--- src/rtl/cc_collision_tracker.sv ---
// Registered per-player collision tracker: overlap of each position mask with the
// bottom obstacle row drives hit pulses, life counters, grace windows and game-over flags.
module cc_collision_tracker #(
    parameter int PosCOMPARATOR_DATAWIDTH = 8,
    parameter int NUM_PLAYERS             = 2,
    parameter int LIVES_INIT              = 3,
    parameter int GRACE_STROBES           = 4,
    localparam int LW = $clog2(LIVES_INIT + 1),
    localparam int GW = (GRACE_STROBES > 0) ? $clog2(GRACE_STROBES + 1) : 1
) (
    input  logic                                       CC_COLLISIONTRACKER_CLOCK_50,
    input  logic                                       CC_COLLISIONTRACKER_RESET_InLow,
    input  logic [PosCOMPARATOR_DATAWIDTH-1:0]             CC_COLLISIONTRACKER_fila0,
    input  logic [NUM_PLAYERS*PosCOMPARATOR_DATAWIDTH-1:0] CC_COLLISIONTRACKER_posjug,
    input  logic                                       CC_COLLISIONTRACKER_strobe,
    input  logic                                       CC_COLLISIONTRACKER_clear,
    output logic [NUM_PLAYERS-1:0]                     CC_COLLISIONTRACKER_NoHit_OutBUS,
    output logic [NUM_PLAYERS-1:0]                     CC_COLLISIONTRACKER_hit,
    output logic [NUM_PLAYERS*LW-1:0]                  CC_COLLISIONTRACKER_lives,
    output logic [NUM_PLAYERS-1:0]                     CC_COLLISIONTRACKER_gameover,
    output logic                                       CC_COLLISIONTRACKER_allover
);
    // state  | meaning
    // ALIVE  | overlaps on a strobe cost a life
    // GRACE  | post-hit window, overlaps ignored, counter runs down per strobe
    // DEAD   | no lives left, absorbing until clear or reset
    localparam logic [1:0] ST_ALIVE = 2'd0;
    localparam logic [1:0] ST_GRACE = 2'd1;
    localparam logic [1:0] ST_DEAD  = 2'd2;

    localparam int W = PosCOMPARATOR_DATAWIDTH;

    for (genvar p = 0; p < NUM_PLAYERS; p++) begin : g_player
        logic [1:0]    state_q, state_d;
        logic [LW-1:0] lives_q, lives_d;
        logic [GW-1:0] cnt_q, cnt_d;
        logic          hit_q, hit_d;
        logic          nohit_q, nohit_d;
        logic          ov;

        assign ov = |(CC_COLLISIONTRACKER_fila0 & CC_COLLISIONTRACKER_posjug[p*W +: W]);

        always_comb begin
            state_d = state_q;
            lives_d = lives_q;
            cnt_d   = cnt_q;
            hit_d   = 1'b0;
            nohit_d = nohit_q;
            if (CC_COLLISIONTRACKER_clear) begin
                state_d = ST_ALIVE;
                lives_d = LW'(LIVES_INIT);
                cnt_d   = '0;
                nohit_d = 1'b1;
            end else if (CC_COLLISIONTRACKER_strobe) begin
                nohit_d = ~ov;
                case (state_q)
                    ST_ALIVE: begin
                        if (ov) begin
                            hit_d   = 1'b1;
                            lives_d = lives_q - LW'(1);
                            if (lives_q == LW'(1)) begin
                                state_d = ST_DEAD;
                            end else if (GRACE_STROBES > 0) begin
                                state_d = ST_GRACE;
                                cnt_d   = GW'(GRACE_STROBES);
                            end
                        end
                    end
                    ST_GRACE: begin
                        cnt_d = (cnt_q == '0) ? '0 : cnt_q - GW'(1);
                        if (cnt_q <= GW'(1)) state_d = ST_ALIVE;
                    end
                    default: ;
                endcase
            end
        end

        always_ff @(posedge CC_COLLISIONTRACKER_CLOCK_50 or negedge CC_COLLISIONTRACKER_RESET_InLow) begin
            if (!CC_COLLISIONTRACKER_RESET_InLow) begin
                state_q <= ST_ALIVE;
                lives_q <= LW'(LIVES_INIT);
                cnt_q   <= '0;
                hit_q   <= 1'b0;
                nohit_q <= 1'b1;
            end else begin
                state_q <= state_d;
                lives_q <= lives_d;
                cnt_q   <= cnt_d;
                hit_q   <= hit_d;
                nohit_q <= nohit_d;
            end
        end

        assign CC_COLLISIONTRACKER_NoHit_OutBUS[p]     = nohit_q;
        assign CC_COLLISIONTRACKER_hit[p]              = hit_q;
        assign CC_COLLISIONTRACKER_lives[p*LW +: LW]   = lives_q;
        assign CC_COLLISIONTRACKER_gameover[p]         = (state_q == ST_DEAD);
    end

    assign CC_COLLISIONTRACKER_allover = &CC_COLLISIONTRACKER_gameover;

endmodule

--- config.mk ---
export PLATFORM = sky130hd
export DESIGN_NAME = cc_collision_tracker
export DESIGN_NICKNAME = d
export VERILOG_FILES = /design/src/rtl/cc_collision_tracker.sv
export SDC_FILE = /design/constraint.sdc
export NUM_CORES = 1
export LEC_CHECK = 0
export BUFFER_PORTS_ARGS = -buffer_cell sky130_fd_sc_hd__buf_2
export CAP_MARGIN = 30
export CORE_MARGIN = 8
export CORE_UTILIZATION = 35
export DETAILED_ROUTE_END_ITERATION = 12
export GPL_TIMING_DRIVEN = 0
export PLACE_DENSITY = 0.67
export SLEW_MARGIN = 20
export SYNTH_ARGS = -nofsm -noshare
export SYNTH_HDL_FRONTEND = slang
export SYNTH_SLANG_ARGS = --single-unit
--- constraint.sdc ---
create_clock -name CC_COLLISIONTRACKER_CLOCK_50 -period 1.8 [get_ports CC_COLLISIONTRACKER_CLOCK_50]
set_clock_uncertainty 0.2 [all_clocks]
set_input_delay 0.09 -clock CC_COLLISIONTRACKER_CLOCK_50 [delete_from_list [all_inputs] [get_ports CC_COLLISIONTRACKER_CLOCK_50]]
set_output_delay 0.09 -clock CC_COLLISIONTRACKER_CLOCK_50 [all_outputs]
set_load 0.03 [all_outputs]
# [Word level (Yosys, flattened, before mapping)]
# Index checks and enable logic that the tools add are counted.
[classes] n_lt_le_gt_ge=2 n_addsub=4 bitwise=4 reduce_logical=20 eq_ne=12 muxes=44
[ops] operator="$mux W2" count=18
[ops] operator="$mux W3" count=10
[ops] operator="$ne A3 B3 Y1 const B" count=6
[ops] operator="$and A8 B8 Y8" count=2
[ops] operator="$reduce_and A4 Y1" count=4
[ops] operator="$reduce_or A8 Y1" count=2
[ops] operator="$mux W1" count=12
[ops] operator="$pmux W3 S2" count=2
[ops] operator="$reduce_bool A2 Y1" count=5
[ops] operator="$eq A2 B1 Y1 const B" count=4
[ops] operator="$pmux W2 S2" count=2
[ops] operator="$le A3 B1 Y1 const B" count=2
[ops] operator="$logic_not A3 Y1" count=2
[ops] operator="$reduce_and A3 Y1" count=2
[ops] operator="$reduce_bool A3 Y1" count=2
[ops] operator="$sub A3 B1 Y3 const B" count=2
[ops] operator="$eq A2 B2 Y1 const B" count=2
[ops] operator="$logic_not A2 Y1" count=2
[ops] operator="$sub A2 B1 Y2 const B" count=2
[ops] operator="$not A1 Y1" count=2
[ops] operator="$reduce_and A2 Y1" count=1
[totals] output_inout_bits=11 wordCells=96 register_bits=18 input_bits=28

# [Depth between registers and ports, before layout]
[logic_depth] word_depth=6 mapped_depth=6 mapped_depth_nobuf=6

# [Least setup slack after synthesis]
# No wires, ideal clock.
[synth_timing] path_kind="reg-to-reg" start="register g_player[0].lives_q[1]" end="register g_player[0].cnt_q[2]" required_ns=1.474 slack_ns=0.012 stages_incl_launch_ff=5 setup_ns=0.126 path_buffers=0 t_arrival_ns=1.462 cell_sequence="dfstp_2 inv_1 ha_1 o31a_1 a221o_1"
[synth_via] elab_chain_cells=3
[synth_rtl] element="from (decl)" line="35" rtl="logic [LW-1:0] lives_q, lives_d;"
[synth_rtl] element="from (signal assigned)" line="81" rtl="lives_q <= LW'(LIVES_INIT);"
[synth_rtl] element="from (signal assigned)" line="87" rtl="lives_q <= lives_d;"
[synth_rtl] element="$eq A2 B1 Y1" line="61" rtl="if (lives_q == LW'(1)) begin"
[synth_rtl] element="$ne A3 B3 Y1 (no line)"
[synth_rtl] element="$reduce_and A4 Y1 (no line)"
[synth_rtl] element="to (signal assigned)" line="88" rtl="cnt_q <= cnt_d;"
[synth_rtl] element="to (decl)" line="36" rtl="logic [GW-1:0] cnt_q, cnt_d;"
# Every way passes these cells.
# A chain may end at the register's enable or synchronous reset.

# [Worst setup path after layout]
[layout_timing] start="register g_player[1].lives_q[1]" end="register g_player[1].cnt_q[2]"
[layout_via] elab_chain_cells=3
[layout_rtl] element="from (decl)" line="35"
[layout_rtl] element="from (signal assigned)" line="81"
[layout_rtl] element="from (signal assigned)" line="87"
[layout_rtl] element="$eq A2 B1 Y1" line="61"
[layout_rtl] element="$ne A3 B3 Y1 (no line)"
[layout_rtl] element="$reduce_and A4 Y1 (no line)"
[layout_rtl] element="to (signal assigned)" line="88"
[layout_rtl] element="to (decl)" line="36"
# Every way passes these cells.

==> impl_metrics.tcl <==
set metrics [dict create \
    avgSynthCellArea_um2 9.71 \
    end_kind "flop" \
    worstHoldPathType "in -> async" \
    yosys-top-cells-area "dfrtp_1, dfstp_2, a22oi_1, nor2_1, mux2i_1" \
    synth_ff_type "dfrtp_1" \
    synth_xor_area_share_pct 0 \
    ir_drop_v 0.000245 \
    grt_pass1_wl_um 4650 \
    synthTopCellsByCount "nor2_1, dfrtp_1, a22oi_1" \
    yosys.area_share.simple_pct 22.0 \
    synthMuxAreaShare_pct 4.77 \
    grt_pass1_vias 1082 \
    dp_slack_ps 67.4 \
    path_clk_slew_ps 100 \
    dr.pass1.iters 4 \
    setup_viol 0 \
    synth_seq_cells 18 \
    antenna_found_initial 0 \
    grt.total_usage_pct 11.1 \
    finalCritPeriodShare_pct 99.4 \
    synth_edf_count 0 \
    rsz0062_at_grt "yes" \
    ant_nets 0 \
    hold_viol_final 0 \
    final_util_pct 46.5 \
    place.gp.congestion 0.883 \
    syn_nets 138 \
    grt_max_degree 19 \
    initial_utilization_pct 35.5 \
    max_slew_margin_pct 69.8 \
    worst_slew_pin_slew_ps 452 \
    finalPower_w 0.000999 \
    cts_tree "built" \
    cts_sinks 18 \
    core_area_um2 2950 \
    totalWireLength_um 2690 \
    synth_most_common_cell "nor2_1" \
    register_area_um2 458 \
    htreeDepth 1 \
    cts_made_buffers 3 \
    vias_per_cell 5.46 \
    drc_errors 0 \
    crit_chain "inv_2 > ha_4 > nor2b_4 > nor4_2 > o22ai_1 > a32o_1" \
    ys_async_sr_fraction_pct 100 \
    pin_count 39 \
    io_buffers 38 \
    path_buf_inv 1 \
    p_per_area_nw_per_um2 727 \
    p_leak_nw 0.670 \
    clock_latency_ps 290 \
    die_y_um 70.7 \
    min_period_ps 1790 \
    cp_top_family "flip-flops" \
    final_max_slew_viol_count 0 \
    die_w_um 70.7 \
    critPathMaxStageDelay_ps 550 \
    place_inst 179 \
    critPathArrivalTime_ps 1770 \
    vias 1021 \
    antennaDiodeCount 0 \
    synth_area_um2 1050 \
    syn_inst 108 \
    post_drt_wl_per_cell_um 14.4 \
    required_ps 1780 \
    num_rows 20 \
    critical_path_class "reg -> reg" \
    area_growth_pct 31.0 \
    drive_gt1_share_pct 44.2 \
    cts-root-buf "clkbuf_4" \
    yosysUniqueCellTypes 40 \
    layout_setup_ws_ps 10.2 \
    nets 186 \
    cp_max_fo 3 \
    multi_input_area_um2 549 \
    drt_iter0_drc 35 \
    startpoint_type "flop" \
    slowest_stage "dfstp_2" \
    synth_area_leader_cell "dfrtp_1" \
    synth-seq-area-share_pct 43.7 \
    dieArea_um2 5000 \
    final_cells 187 \
    max_freq_ghz 0.559 \
    cts_buffer_depth 2 \
    maxCapViolations 0 \
    status "complete, no violations" \
    place_hpwl_um 2150 \
    synth_compound_area_share_pct 20.8 \
    synth_top_family_by_area "simple AND/OR/NAND/NOR gates" \
    synth_fa_ha_area_share_pct 2.39 \
    fill_cells 286 \
    grt-ovfl-total 0 \
    yosysTopAreaCellShare_pct 28.6 \
    ys.warnings.count 0 \
]
-- worst reg2reg max path: stages (launching register included) --
cell	delay, ps
dfstp_2	550
inv_2	40
ha_4	150
nor2b_4	130
nor4_2	270
o22ai_1	120
a32o_1	220
-- flip-flops by register name (all words and copies together), names as in the netlist --
register / count
g_player.nohit_q: 2
g_player.cnt_q: 6
g_player.state_q: 4
g_player.hit_q: 2
g_player.lives_q: 4
-- where the power goes --
| group | internal, W | switching, W | total (W) |
|---|---|---|---|
| Combinational | 0.000140 | 0.000166 | 0.000305 |
| Sequential | 0.000456 | 0.0000398 | 0.000496 |
| Clock | 0.0000777 | 0.000120 | 0.000198 |
| Total | 0.000674 | 0.000325 | 0.000999 |
-- through the flow --
step	hold slack (ps)	instance area [um^2]	TNS (ps)
2_1_floorplan	-406	1050	0
3_3_place_gp	-165	1280	0
4_1_cts	65.4	1330	0
5_1_grt	73.4	1370	-72.8
3_5_place_dp	-159	1280	0
6_report	52.5	1370	0
-- cells in the final DEF (no fill, tap or decap), types with 2 or more instances in the layout --
cell           instances
dfrtp_1               12
buf_4                  7
nand4_1                2
dlygate4sd3_1          3
nand2_1                3
a22oi_1                8
nor2_1                16
clkbuf_4               3
nor3b_1                2
mux2i_1                5
inv_1                  3
or3_1                  2
nor2b_1                5
a21oi_1                3
dfstp_2                6
buf_2                 41
a21o_2                 2
a31oi_1                3
-- what timing repair did --
item / 4_1_cts / 5_1_grt
hold endpoints to repair: 20 / 0
resized for setup: 0 / 6
endpoints found under the setup margin: 0 / 2
hold buffers: 3 / 0
setup buffers: 0 / 2
-- per-layer routing --
layer	GRT usage (%)	part of all wire, %
met1	13.0	43
met2	18.8	48
met3	2.82	7.5
met4	4.16	1.3
met5	0	0
-- worst paths after layout --
path	from	endpoint	slack (ps)	depth (start not counted)
hold reg to reg	g_player[0].lives_q[1]	g_player[0].lives_q[1]	340	2
setup reg to reg	g_player[1].lives_q[1]	g_player[1].cnt_q[2]	10	6
min in group CC_COLLISIONTRACKER_CLOCK_50	CC_COLLISIONTRACKER_posjug[1]	g_player[0].hit_q	170	4
hold / removal	CC_COLLISIONTRACKER_RESET_InLow	g_player[0].state_q[1]	50	2
setup / recovery	g_player[1].lives_q[1]	g_player[1].cnt_q[2]	10	6
max in group asynchronous	CC_COLLISIONTRACKER_RESET_InLow	g_player[1].nohit_q	1030	2
-- cell type report --
class | instances | area share [%]
Timing Repair Buffer | 43 | 17.1
Sequential cell | 18 | 33.3
Clock buffer | 3 | 1.64
Buffer | 8 | 3.83
Tap cell | 33 | 3.01
Inverter | 4 | 1.09
Multi-Input combinational cell | 78 | 40.0
-- logic make-up after synthesis --
family	Yosys count
flip-flops	18
AO/OA/AOI/OAI	29
multiplexers	5
adder cells (fa/ha/maj)	2
buffers and inverters	12
AND/OR/NAND/NOR	42
No activity file was read; power rests on OpenSTA's default activity.
